--- src/rtl/gac_demux_1t8_reg.sv ---
// rtl/gac_demux_1t8_reg.sv - 1-to-8 register demux with one-deep holding stage
module gac_demux_1t8_reg #(
  parameter int WIDTH   = 32,
  parameter bit ZERO_R0 = 1'b1
) (
  input  logic             clk,
  input  logic             rst_n,
  input  logic             in_valid,
  output logic             in_ready,
  input  logic [2:0]       sel,
  input  logic [WIDTH-1:0] d,
  input  logic             out_stall,
  input  logic             clr,
  output logic [WIDTH-1:0] q0,
  output logic [WIDTH-1:0] q1,
  output logic [WIDTH-1:0] q2,
  output logic [WIDTH-1:0] q3,
  output logic [WIDTH-1:0] q4,
  output logic [WIDTH-1:0] q5,
  output logic [WIDTH-1:0] q6,
  output logic [WIDTH-1:0] q7,
  output logic [7:0]       wr_strobe,
  output logic             busy
);

  logic             busy_r;
  logic [2:0]       sel_r;
  logic [WIDTH-1:0] d_r;
  logic [WIDTH-1:0] regs [8];
  logic [7:0]       strobe_r;
  logic             accept;
  logic             commit;
  logic             drop;

  // The holding stage frees up whenever it is empty or about to drain.
  assign in_ready = !busy_r || !out_stall;
  // clr wins over both accept and commit on the same edge.
  assign accept   = in_valid && in_ready && !clr;
  assign commit   = busy_r && !out_stall && !clr;
  // A commit to a hardwired-zero entry drains the stage but writes nothing.
  assign drop     = ZERO_R0 && (sel_r == 3'd0);

  // Holding stage: capture on accept, empty on commit without a new accept.
  always_ff @(posedge clk or negedge rst_n) begin
    if (!rst_n) begin
      busy_r <= 1'b0;
      sel_r  <= 3'd0;
      d_r    <= '0;
    end else if (clr) begin
      busy_r <= 1'b0;
    end else if (accept) begin
      busy_r <= 1'b1;
      sel_r  <= sel;
      d_r    <= d;
    end else if (commit) begin
      busy_r <= 1'b0;
    end
  end

  // Entry file: only the selected entry loads on a commit.
  always_ff @(posedge clk or negedge rst_n) begin
    if (!rst_n) begin
      for (int i = 0; i < 8; i++) regs[i] <= '0;
    end else if (clr) begin
      for (int i = 0; i < 8; i++) regs[i] <= '0;
    end else if (commit && !drop) begin
      regs[sel_r] <= d_r;
    end
  end

  // One-hot commit pulse, visible for the cycle after the commit edge.
  always_ff @(posedge clk or negedge rst_n) begin
    if (!rst_n) begin
      strobe_r <= 8'h00;
    end else if (commit && !drop) begin
      strobe_r <= 8'b1 << sel_r;
    end else begin
      strobe_r <= 8'h00;
    end
  end

  assign busy      = busy_r;
  assign wr_strobe = strobe_r;
  assign q0        = regs[0];
  assign q1        = regs[1];
  assign q2        = regs[2];
  assign q3        = regs[3];
  assign q4        = regs[4];
  assign q5        = regs[5];
  assign q6        = regs[6];
  assign q7        = regs[7];

endmodule

--- config.mk ---
export PLATFORM = sky130hd
export DESIGN_NAME = gac_demux_1t8_reg
export DESIGN_NICKNAME = d
export VERILOG_FILES = /design/src/rtl/gac_demux_1t8_reg.sv
export SDC_FILE = /design/constraint.sdc
export NUM_CORES = 1
export LEC_CHECK = 0
export ABC_AREA = 1
export BUFFER_PORTS_ARGS = -buffer_cell sky130_fd_sc_hd__buf_2
export CAP_MARGIN = 20
export CORE_MARGIN = 2
export CORE_UTILIZATION = 46
export DETAILED_ROUTE_END_ITERATION = 8
export PLACE_DENSITY = 0.78
export SETUP_SLACK_MARGIN = 0.5
export SKIP_CTS_REPAIR_TIMING = 1
export SLEW_MARGIN = 20
export SYNTH_ARGS = -nofsm -noshare
export SYNTH_HDL_FRONTEND = slang
export SYNTH_SLANG_ARGS = --single-unit
--- constraint.sdc ---
create_clock -name clk -period 1.3 [get_ports clk]
set_input_delay 0.13 -clock clk [delete_from_list [all_inputs] [get_ports clk]]
set_output_delay 0.13 -clock clk [all_outputs]
set_load 0.01 [all_outputs]
==> impl_metrics.json <==
{
  "grt_overflow_total": 0,
  "tritoncts_clock_tree": "yes",
  "cpLargestDelayFamily": "simple AND/OR/NAND/NOR gates",
  "clock-root-buffer": "sky130_fd_sc_hd__clkbuf_16",
  "run_status": "finished with violations",
  "detailed_place_hpwl_um": 23500,
  "initial_utilization_pct": 47.0,
  "worst_skew_pair.late_latency_ns": 0.56,
  "num_antenna_cells": 0,
  "criticalPathCategory": "reg2reg",
  "final_layout_size_suffix_gt1_share_pct": 29.7,
  "rsz0062_at_grt": "yes",
  "ant_nets": 0,
  "vias": 10400,
  "cpMostUsedCell": "sky130_fd_sc_hd__nand2_1",
  "setup-violations-final": 153,
  "layout.cell_area.non_filler_mm2": 0.0158,
  "synth_largest_area_cell": "sky130_fd_sc_hd__dfrtp_1",
  "io-pin-count": 306,
  "report.final.slew_viol_count": 0,
  "total_chip_power_mw": 21.2,
  "cp-end-kind": "flip-flop",
  "via_count_of_the_first_global_routing_pass": 9804,
  "drt_drc_violations_left": 0,
  "time_the_worst_path_needs_with_i_o_delays_and_setup_ns": 1.38,
  "dieWidth_um": 165,
  "required_ns": 1.74,
  "layout.cells.most_common": "sky130_fd_sc_hd__nand2_1",
  "power-per-cell-area_mw_per_mm2": 1340,
  "fp.coreArea_mm2": 0.0253,
  "place.port_buffers": 305,
  "cts_buffers": 30,
  "multi_input_area_mm2": 0.00363,
  "critical-path-max-stage-delay_ns": 0.46,
  "crit_chain": "inv_4 > nand2_1 > nor2_2 > nand2_4 > buf_12 > nand3_1 > nand2_1",
  "fmax_mhz": 727,
  "clock_skew_ns": 0.0133,
  "gp_routability_congestion": 0.813,
  "drv_cap": 0,
  "synth_area_per_cell_um2": 9.20,
  "wl_um": 37900,
  "worst_hold_slack_ns": -0.111,
  "grt_first_pass_wirelength_um": 54600,
  "design.die.area_mm2": 0.0271,
  "grtUsageTotal_pct": 26.1,
  "number_of_fillers_in_the_final_layout": 2062,
  "vdd.ir_drop.worst_uv": 913,
  "mappedNetlistNets": 1330,
  "period_share_pct": 106,
  "setup_ws_ns": -0.0754,
  "synth.yosys.seq_area_share_pct": 63.3,
  "p_leak_nw": 9.36,
  "yosys_warnings": 0,
  "cts.path.max_buffers": 3,
  "cts_sinks": 300,
  "yosys.area.top_type_share_pct": 63.3,
  "commonest_cells_after_routing_fill_and_taps_aside": "sky130_fd_sc_hd__nand2_1 (461), sky130_fd_sc_hd__buf_2 (303), sky130_fd_sc_hd__dfrtp_1 (297)",
  "seqCellArea_mm2": 0.00751,
  "finish.utilization_pct": 62.7,
  "syn-instance-count": 1290,
  "cp.arrival_ns": 1.82,
  "synthTopCellsByArea": "sky130_fd_sc_hd__dfrtp_1 (63%), sky130_fd_sc_hd__nand2_1 (16%), sky130_fd_sc_hd__nand3_1 (9.7%), sky130_fd_sc_hd__buf_2 (2.9%), sky130_fd_sc_hd__inv_1 (2.2%)",
  "placedInstanceArea_mm2": 0.0138,
  "hold_path_class": "in2reg",
  "htree_levels": 1,
  "drt-pass1-iter-count": 5,
  "grt_start_max_net_pins": 100,
  "routed_wire_length_per_instance_um": 19.2,
  "ys_seq_elements": 300,
  "layout.nets": 1659,
  "antenna_found_initial": 1,
  "post_detailed_route_via_to_cell_ratio": 5.26,
  "kind_of_start_point_of_the_critical_path": "flip-flop",
  "violations": "negative hold slack, negative setup slack",
  "area_growth_pct": 33.5,
  "finalNonFillerCells": 1973,
  "placed_cells_incl_taps": 1865,
  "cell_with_the_biggest_individual_delay_on_the_critical_path": "sky130_fd_sc_hd__dfrtp_2",
  "synth_cell_type_count": 20,
  "row_count": 58,
  "dieHeight_um": 165,
  "summed_instance_area_of_the_synthesized_netlist_mm2": 0.0119,
  "critPathBufInv": 2,
  "first_iter_violations": 1007,
  "timing_hold_violations_final": 2,
  "setup.reg_to_reg.worst_slack_ns": -0.08,
  "timing.critical_path.fanout_max": 12,
  "clk_pin_slew_worst_paths_ns": 0.07
}
worst register-to-register path: cells and delay by family, from the launching register on:
family	cells	cell delay, ns
buffers and inverters	2	0.27
and+or+nand+nor	5	0.53
DFF	1	0.46
cell usage after synthesis:
library cell	instances
sky130_fd_sc_hd__a21oi_1	3
sky130_fd_sc_hd__buf_1	10
sky130_fd_sc_hd__buf_2	68
sky130_fd_sc_hd__buf_4	7
sky130_fd_sc_hd__buf_6	16
sky130_fd_sc_hd__clkbuf_1	9
sky130_fd_sc_hd__clkinv_2	1
sky130_fd_sc_hd__conb_1	1
sky130_fd_sc_hd__dfrtp_1	300
sky130_fd_sc_hd__inv_1	68
sky130_fd_sc_hd__inv_2	1
sky130_fd_sc_hd__inv_6	1
sky130_fd_sc_hd__nand2_1	491
sky130_fd_sc_hd__nand2_2	2
sky130_fd_sc_hd__nand3_1	229
sky130_fd_sc_hd__nand3_2	1
sky130_fd_sc_hd__nand3_4	1
sky130_fd_sc_hd__nor2_1	42
sky130_fd_sc_hd__nor2_4	6
sky130_fd_sc_hd__o21ai_0	33
metrics by stage:
| step | TNS [ns] | worst slack, ns |
|---|---|---|
| after CTS | -4.49 | -0.106 |
| after global placement | -0.483 | -0.0335 |
| after detailed placement | -4.32 | -0.0818 |
| after floorplan | 0 | 0.125 |
| after global routing | -17.40 | -0.140 |
| final | -3.88 | -0.0754 |
cell type report:
| cell class | count | area share (%) |
|---|---|---|
| multi-input combinational | 809 | 22.9 |
| inverter | 71 | 1.84 |
| sequential | 300 | 47.4 |
| timing repair buffer | 407 | 18.1 |
| tap | 330 | 2.61 |
| clock buffer | 43 | 5.81 |
| clock inverter | 13 | 1.30 |
where the power goes:
part | total, mW | leakage (nW) | switching [mW] | internal (mW)
logic | 1.35 | 4.70 | 0.841 | 0.509
clock network | 9.63 | 0.547 | 3.73 | 5.91
registers | 10.2 | 4.12 | 0.629 | 9.58
kinds of logic (layout without fill, tap and decap cells):
| family | after synthesis | after routing | share of synthesized area (%) |
|---|---|---|---|
| other cells | 1 | 1 | 0.0316 |
| buf+inv | 181 | 534 | 7.73 |
| flops | 300 | 300 | 63.3 |
| compound gates | 36 | 36 | 1.52 |
| simple gates | 772 | 772 | 27.4 |
registers in the layout (all words and copies together), names as in the netlist, 3 cells and up:
signal,cells
q5,32
q6,32
q2,32
d_r,32
q1,32
q7,32
wr_strobe,8
q4,32
q3,32
sel_r,3
q0,32
per-layer routing:
| layer | global-route usage [%] | vias to the layer above | wire length [um] |
|---|---|---|---|
| met3 | 5.15 | 91 | 3120 |
| met2 | 42.5 | 535 | 18100 |
| li1 | - | 4682 | - |
| met4 | 8.97 | 0 | 1200 |
| met1 | 35.3 | 5075 | 15400 |
| met5 | 0 | - | 0 |
final timing paths:
check	startpoint	end	cells after the start
min reg2reg	q0[8]$_DFFE_PN0P_	q0[8]$_DFFE_PN0P_	2
min in group asynchronous	rst_n	q5[30]$_DFFE_PN0P_	2
max reg2reg	sel_r[2]$_DFFE_PN0P_	q3[9]$_DFFE_PN0P_	7
min	out_stall	busy$_DFFE_PN0P_	3
max	sel_r[2]$_DFFE_PN0P_	q3[9]$_DFFE_PN0P_	7
max in group asynchronous	rst_n	d_r[17]$_DFFE_PN0P_	3
(Power assumes the default switching activity.)
